--- config.mk ---
export PLATFORM = sky130hd
export DESIGN_NAME = vga_timing_driver_flat
export DESIGN_NICKNAME = d
export VERILOG_FILES = /design/src/rtl/vga_timing_driver_if.sv /design/src/rtl/vga_timing_driver.sv /design/src/flat_wrapper.sv
export SDC_FILE = /design/constraint.sdc
export NUM_CORES = 1
export LEC_CHECK = 0
export BUFFER_PORTS_ARGS = -buffer_cell sky130_fd_sc_hd__buf_2
export CAP_MARGIN = 20
export CORE_UTILIZATION = 50
export CTS_BUF_LIST = sky130_fd_sc_hd__clkbuf_8
export DETAILED_ROUTE_END_ITERATION = 8
export PLACE_DENSITY_LB_ADDON = 0.1
export SLEW_MARGIN = 15
export SYNTH_ARGS = -nofsm -noshare
export SYNTH_HDL_FRONTEND = slang
export SYNTH_SLANG_ARGS = --single-unit
--- constraint.sdc ---
create_clock -name clk_25MHz -period 5.2 [get_ports clk_25MHz]
set_input_delay 0.26 -clock clk_25MHz [delete_from_list [all_inputs] [get_ports clk_25MHz]]
set_output_delay 0.26 -clock clk_25MHz [all_outputs]
set_load 0.1 [all_outputs]
--- src/rtl/vga_timing_driver_if.sv ---
// vga_timing_driver_if: coordinate/pixel bus between the VGA timing driver (master) and the display stage (slave)
// Signals: pixel_hpos/pixel_vpos/pixel_req/frame_start flow to the display stage; pixel_data returns from it.
interface vga_timing_driver_if;
  logic [9:0]  pixel_hpos;
  logic [9:0]  pixel_vpos;
  logic        pixel_req;
  logic        frame_start;
  logic [15:0] pixel_data;
  modport master (
    output pixel_hpos, pixel_vpos, pixel_req, frame_start,
    input  pixel_data
  );
  modport slave (
    input  pixel_hpos, pixel_vpos, pixel_req, frame_start,
    output pixel_data
  );
endinterface

--- src/rtl/vga_timing_driver.sv ---
// vga_timing_driver: 640x480@60 raster timing generator with delay-matched sync/DE/RGB565 output stage
// Ports: clk_25MHz pixel clock; rst synchronous active-high reset; pix (master) coordinates out, pixel_data in;
//        vga_hs/vga_vs/vga_de/vga_rgb drive the pins. Define VGA_BORDER_EN to paint a white active-area border.
module vga_timing_driver #(
  parameter int H_DISP     = 640,
  parameter int H_FRONT    = 16,
  parameter int H_SYNC     = 96,
  parameter int H_BACK     = 48,
  parameter int V_DISP     = 480,
  parameter int V_FRONT    = 10,
  parameter int V_SYNC     = 2,
  parameter int V_BACK     = 33,
  parameter int PIPE_DELAY = 3,
  parameter bit SYNC_POL   = 1'b0
) (
  input  logic                clk_25MHz,
  input  logic                rst,
  vga_timing_driver_if.master pix,
  output logic                vga_hs,
  output logic                vga_vs,
  output logic                vga_de,
  output logic [15:0]         vga_rgb
);
  localparam int H_TOT = H_DISP + H_FRONT + H_SYNC + H_BACK;
  localparam int V_TOT = V_DISP + V_FRONT + V_SYNC + V_BACK;
`ifdef VGA_BORDER_EN
  localparam int W = 4;
`else
  localparam int W = 3;
`endif
  localparam logic [9:0] H_ACT  = 10'(H_DISP);
  localparam logic [9:0] V_ACT  = 10'(V_DISP);
  localparam logic [9:0] H_LAST = 10'(H_TOT - 1);
  localparam logic [9:0] V_LAST = 10'(V_TOT - 1);
  localparam logic [9:0] HS_BEG = 10'(H_DISP + H_FRONT);
  localparam logic [9:0] HS_END = 10'(H_DISP + H_FRONT + H_SYNC);
  localparam logic [9:0] VS_BEG = 10'(V_DISP + V_FRONT);
  localparam logic [9:0] VS_END = 10'(V_DISP + V_FRONT + V_SYNC);
  logic [9:0]   h_cnt, v_cnt;
  logic         act, hs_on, vs_on;
  // timing bits, internally active-high: [0] hs, [1] vs, [2] de, [3] border
  logic [W-1:0] dec, cur, last;
  logic [W-1:0] chain [PIPE_DELAY];
  logic [15:0]  rgb_next;
  assign act   = h_cnt < H_ACT && v_cnt < V_ACT;
  assign hs_on = h_cnt >= HS_BEG && h_cnt < HS_END;
  assign vs_on = v_cnt >= VS_BEG && v_cnt < VS_END;
  assign last  = chain[PIPE_DELAY-1];
`ifdef VGA_BORDER_EN
  assign dec = {act && (h_cnt == 10'd0 || h_cnt == H_ACT - 10'd1 || v_cnt == 10'd0 || v_cnt == V_ACT - 10'd1),
                act, vs_on, hs_on};
  assign rgb_next = !last[2] ? 16'h0000 : last[3] ? 16'hFFFF : pix.pixel_data;
`else
  assign dec = {act, vs_on, hs_on};
  assign rgb_next = last[2] ? pix.pixel_data : 16'h0000;
`endif
  always_ff @(posedge clk_25MHz) begin
    if (rst) begin
      h_cnt           <= '0;
      v_cnt           <= '0;
      pix.pixel_hpos  <= '0;
      pix.pixel_vpos  <= '0;
      pix.pixel_req   <= 1'b0;
      pix.frame_start <= 1'b0;
      cur             <= '0;
      for (int i = 0; i < PIPE_DELAY; i++) chain[i] <= '0;
      vga_hs          <= ~SYNC_POL;
      vga_vs          <= ~SYNC_POL;
      vga_de          <= 1'b0;
      vga_rgb         <= '0;
    end else begin
      h_cnt <= h_cnt == H_LAST ? '0 : h_cnt + 10'd1;
      if (h_cnt == H_LAST) v_cnt <= v_cnt == V_LAST ? '0 : v_cnt + 10'd1;
      pix.pixel_hpos  <= act ? h_cnt : '0;
      pix.pixel_vpos  <= act ? v_cnt : '0;
      pix.pixel_req   <= act;
      pix.frame_start <= h_cnt == 10'd0 && v_cnt == 10'd0;
      cur             <= dec;
      // PIPE_DELAY stages line the timing bits up with the display stage's pixel_data
      chain[0]        <= cur;
      for (int i = 1; i < PIPE_DELAY; i++) chain[i] <= chain[i-1];
      vga_hs          <= last[0] ? SYNC_POL : ~SYNC_POL;
      vga_vs          <= last[1] ? SYNC_POL : ~SYNC_POL;
      vga_de          <= last[2];
      vga_rgb         <= rgb_next;
    end
  end
endmodule

--- src/flat_wrapper.sv ---
// flat-port wrapper written by rule: the top's interface ports become plain ports
module vga_timing_driver_flat 
#(
  parameter int H_DISP     = 640,
  parameter int H_FRONT    = 16,
  parameter int H_SYNC     = 96,
  parameter int H_BACK     = 48,
  parameter int V_DISP     = 480,
  parameter int V_FRONT    = 10,
  parameter int V_SYNC     = 2,
  parameter int V_BACK     = 33,
  parameter int PIPE_DELAY = 3,
  parameter bit SYNC_POL   = 1'b0
)
  (clk_25MHz, rst, vga_hs, vga_vs, vga_de, vga_rgb, pix_pixel_hpos, pix_pixel_vpos, pix_pixel_req, pix_frame_start, pix_pixel_data);
  vga_timing_driver_if pix_i ();
  input  logic clk_25MHz;
  input  logic rst;
  output logic vga_hs;
  output logic vga_vs;
  output logic vga_de;
  output logic [15:0] vga_rgb;
  output wire logic [$bits(pix_i.pixel_hpos)-1:0] pix_pixel_hpos;
  output wire logic [$bits(pix_i.pixel_vpos)-1:0] pix_pixel_vpos;
  output wire logic [$bits(pix_i.pixel_req)-1:0] pix_pixel_req;
  output wire logic [$bits(pix_i.frame_start)-1:0] pix_frame_start;
  input wire logic [$bits(pix_i.pixel_data)-1:0] pix_pixel_data;
  assign pix_pixel_hpos = pix_i.pixel_hpos;
  assign pix_pixel_vpos = pix_i.pixel_vpos;
  assign pix_pixel_req = pix_i.pixel_req;
  assign pix_frame_start = pix_i.frame_start;
  assign pix_i.pixel_data = pix_pixel_data;
  vga_timing_driver #(.H_DISP(H_DISP), .H_FRONT(H_FRONT), .H_SYNC(H_SYNC), .H_BACK(H_BACK), .V_DISP(V_DISP), .V_FRONT(V_FRONT), .V_SYNC(V_SYNC), .V_BACK(V_BACK), .PIPE_DELAY(PIPE_DELAY), .SYNC_POL(SYNC_POL)) u_core (.clk_25MHz(clk_25MHz), .rst(rst), .pix(pix_i), .vga_hs(vga_hs), .vga_vs(vga_vs), .vga_de(vga_de), .vga_rgb(vga_rgb));
endmodule
Word-level counts from Yosys, hierarchy flattened
Memories as Yosys holds them, arrays and structs flattened. Index checks and enable logic that the tools add are counted.

Input port bits: 18. Register bits after elaboration: 64. Output and inout bits: 41. Memories kept: 1. Memory bits (writable): 9. Word-level logic and storage cells: 45.

Equal/unequal tests: 2. Reductions and logical operators: 9. Mux-type cells: 9. Bitwise operators: 5. Add/subtract/negate cells: 2. $lt $le $gt $ge: 6.

Memories: u_core.chain (words 3, width 3, rd ports 3, clocked after memory_dff 0, wr ports 3, RTL line vga_timing_driver.sv:43) `logic [W-1:0] chain [PIPE_DELAY];`.

Operators with widths (number): 10-bit by 1-bit adder with 10-bit output, second input constant (2); 10-bit equality test, second input constant (2); 10-bit zero test (2); 10-bit < comparator, second input constant (2); 10-bit by 9-bit < comparator with 1-bit output, second input constant (2); 10-bit greater-or-equal comparator, second input constant (1); 10-bit by 9-bit greater-or-equal comparator with 1-bit output, second input constant (1); 10-bit 2-to-1 mux (1); 3-bit 2-to-1 mux (3); 2-bit OR reduction (3); 1-bit 2-to-1 mux (5); 1-bit logical AND (4); 1-bit bitwise OR (3); 1-bit NOT (2).

Depth between registers and ports, before layout
Depth in word-level cells: 4. Mapped depth: 6.

Worst setup path after synthesis
OpenSTA, ideal clock, no wires.

Path type: flip-flop to flip-flop. Start point: reg u_core.h_cnt[0]. End point: reg u_core.v_cnt[5]. Setup time: 72 ps. Path buffers: 1. Data arrival time: 1815 ps. Stages on the path, launching flop included: 7. Slack: 3313 ps. Cells stage by stage: dfxtp_1 ha_1 nand4_4 or3_1 clkbuf_2 or4_1 a21oi_1.

Word-level cells in the longest chain between the ends: 1.

Ends and longest elaborated chain: start: declaration (RTL line vga_timing_driver.sv:39) `logic [9:0] h_cnt, v_cnt;`; start signal: assignment (RTL line vga_timing_driver.sv:72) `h_cnt <= h_cnt == H_LAST ? '0 : h_cnt + 10'd1;`; 10-bit equality test (RTL line vga_timing_driver.sv:73) `if (h_cnt == H_LAST) v_cnt <= v_cnt == V_LAST ? '0 : v_cnt + 10'd1;`; end signal: assignment (RTL line vga_timing_driver.sv:73); end: declaration (RTL line vga_timing_driver.sv:39).

Every way passes these cells. A chain may end at the register's enable or synchronous reset.

Worst setup path in the final report
Start point: reg u_core.h_cnt[0]. End point: reg u_core.v_cnt[0].

Same word-level chain as after synthesis.

==> flow_summary.yaml <==
timing:
  clock-skew-final_ns: 0.00609
  worst_pin_slew_ns: 0.753
  slew_headroom: 0.497
  min_period_ns: 2.07
  grt_setup_unrepaired: "false"
  fin_tns_setup_ns: 0
  finalHoldViolCount: 0
  fin_crit_sh: 0.398
  max_freq_mhz: 483
  fin_hold_ws_ns: 0.110
  slew_viol_final: 0
  setup_viol: 0
setup_path:
  cp_top_family: "simple AND/OR/NAND/NOR gates"
  path_buf_inv: 0
  r2r_slack_ns: 3.13
  crit_path_start_kind: "flip-flop"
  critPathKind: "reg2reg"
  worst_ep_arrival_time_ns: 2.28
  critPathCaptureType: "flip-flop"
  crit_chain: "ha_1 -> nand4_4 -> or3_1 -> o21bai_1 -> nor2_1"
  cp_slowest_cell: "o21bai_1"
  crit_fanout: 9
  max_stage_delay_ns: 0.52
  required_ns: 5.41
power_and_ir_drop:
  finalPower_mw: 1.10
  ir_worst_vdd_v: 0.000200
  powerDensity_mw_per_mm2: 364
  p_leak_nw: 1.30
place:
  gp_congestion: 0.803
  dp_hpwl_um: 2790
  port_buffers: 58
global_route:
  grt_usage: 0.178
  overflow: 0
  antenna_found_initial: 0
  grt_pass1_wl_um: 6940
  grt_pass1_vias: 1507
  grt_max_degree: 23
final_layout:
  register_area_sq_mm: 0.00144
  final_util: 0.639
  num-fill-cells: 386
  nets: 315
  final_common_cell: "dfxtp_1"
  layout_common_cells: "72 x dfxtp_1, 58 x buf_2, 35 x and2_1"
  syn_to_final_growth_pct: 22.9
  drive_above_1_share: 0.262
  antennaDiodeCount: 0
  multi_input_area_sq_um: 947
route:
  vias_per_cell: 4.79
  vias: 1750
  dr_wl_met3_um: 323
  top_layer_used: "met4"
  route.detailed.drc: 0
  first_pass_iters: 4
  routed_wl_um: 4240
  ant_nets: 0
  wl_per_cell_um: 11.6
  first_iter_violations: 43
  wl_met2_um: 1860
  wl_met1_um: 1970
floorplanning:
  die_x_um: 72.1
  io_pins: 59
  dieArea_sq_mm: 0.00519
  core_sq_mm: 0.00472
  chipHeight_um: 72.1
  start_util: 0.519
  row_count: 25
yosys:
  syn_area_per_cell_sq_um: 10.5
  synth-warning-count: 0
  ys_ff_latch: 72
  yosys_most_used_dff: "dfxtp_1"
  synth_nets: 256
  synth-edff-count: 0
  yosysSeqAreaShare: 0.587
  syn_inst: 234
  synthArstFlopShare: 0
  syn_area_sq_mm: 0.00245
  synth.distinct_cells: 35
flow_run:
  maxCapViolations: 0
clocking:
  post-cts-setup-buffer-count: 0
  clkSlewWorstSetupHoldPaths_ns: 0.08
  htreeDepth: 3
  cts_resized: 0
  cts_tree: "done"
  cts_made_buffers: 9
  cts_hold_buf: 0
  cts_buffer_depth: 2
  cts_root_buf: "clkbuf_8"
  cts.sinks: 72
  clk_latency_ns: 0.34
worst_hold_path:
  holdCritPathClass: "in2reg"
outcome:
  status: "finished, final reports clean"
[where the power goes]
group | total [mW] | switching (mW) | internal (mW)
Combinational | 0.0595 | 0.0450 | 0.0144
Clock | 0.477 | 0.207 | 0.271
Sequential | 0.562 | 0.00410 | 0.558
Total | 1.10 | 0.256 | 0.843
[kinds of logic (layout without fill, tap and decap cells)]
logic type	Yosys count	after routing	share of synthesized area
other	1	1	0.00153
AND/OR/NAND/NOR	115	115	0.287
flip-flops	72	72	0.587
XOR/XNOR	13	13	0.0464
buffers and inverters	18	82	0.0291
adder cells (fa/ha/maj)	4	4	0.0204
AO/OA/AOI/OAI	11	11	0.0280
[flip-flops by register name (all words and copies together) (netlist names)]
| register | count |
|---|---|
| u_core.vga_de | 1 |
| u_core.pix.frame_start | 1 |
| u_core.v_cnt | 10 |
| u_core.pix.pixel_hpos | 10 |
| u_core.vga_rgb | 16 |
| u_core.chain | 9 |
| u_core.vga_hs | 1 |
| u_core.cur | 3 |
| u_core.pix.pixel_vpos | 10 |
| u_core.h_cnt | 10 |
| u_core.vga_vs | 1 |
[per-layer routing]
layer,up-vias,track usage
li1,891,-
met2,61,0.263
met1,787,0.218
met3,11,0.0833
met4,0,0.0915
met5,-,0
[path summary, 6_finish.rpt]
kind | start | endpoint | cells past startpoint
max | u_core.h_cnt[0] | u_core.v_cnt[0] | 5
min reg2reg | u_core.chain[0][7] | u_core.vga_vs | 1
min | pix_pixel_data[8] | u_core.vga_rgb[8] | 2
max reg2reg | u_core.h_cnt[0] | u_core.v_cnt[0] | 5
[worst reg2reg max path, delay by kind of cell (launching register included)]
kind	cells	cell delay, ns
flops	1	0.40
compound gates	1	0.52
fa+ha+maj	1	0.27
simple gates	3	0.75
[metrics by stage]
step	instance area, sq um	worst slack [ns]	cells
after detailed placement	2800	3.13	349
after floorplan	2450	3.31	234
after global routing	3020	2.94	365
after CTS	3020	3.12	365
after global placement	2800	3.21	349
final	3020	3.13	365
[cells in the mapped netlist, types with 2 or more instances]
library cell / count / area, sq um
a21oi_1: 5 / 25.0
and2_1: 35 / 219
and3_1: 3 / 18.8
buf_2: 2 / 10.0
clkbuf_1: 8 / 30.0
dfxtp_1: 72 / 1440
ha_1: 4 / 50.1
inv_1: 7 / 26.3
nand2_1: 5 / 18.8
nand2b_1: 2 / 12.5
nand3_1: 7 / 35.0
nand4_1: 5 / 31.3
nand4b_1: 3 / 26.3
nor2_1: 20 / 75.1
nor2b_1: 12 / 75.1
nor3_1: 6 / 30.0
nor4_1: 4 / 25.0
nor4b_1: 3 / 26.3
o31ai_1: 2 / 15.0
or4_1: 3 / 22.5
xnor2_1: 9 / 78.8
xor2_1: 4 / 35.0
[layout make-up]
class / instances / area share
Inverter: 7 / 0.00871
Sequential cell: 72 / 0.478
Clock inverter: 7 / 0.0319
Tap cell: 67 / 0.0278
Multi-Input combinational cell: 144 / 0.314
Clock buffer: 9 / 0.0411
Timing Repair Buffer: 59 / 0.0987
(Power assumes the default switching activity.)
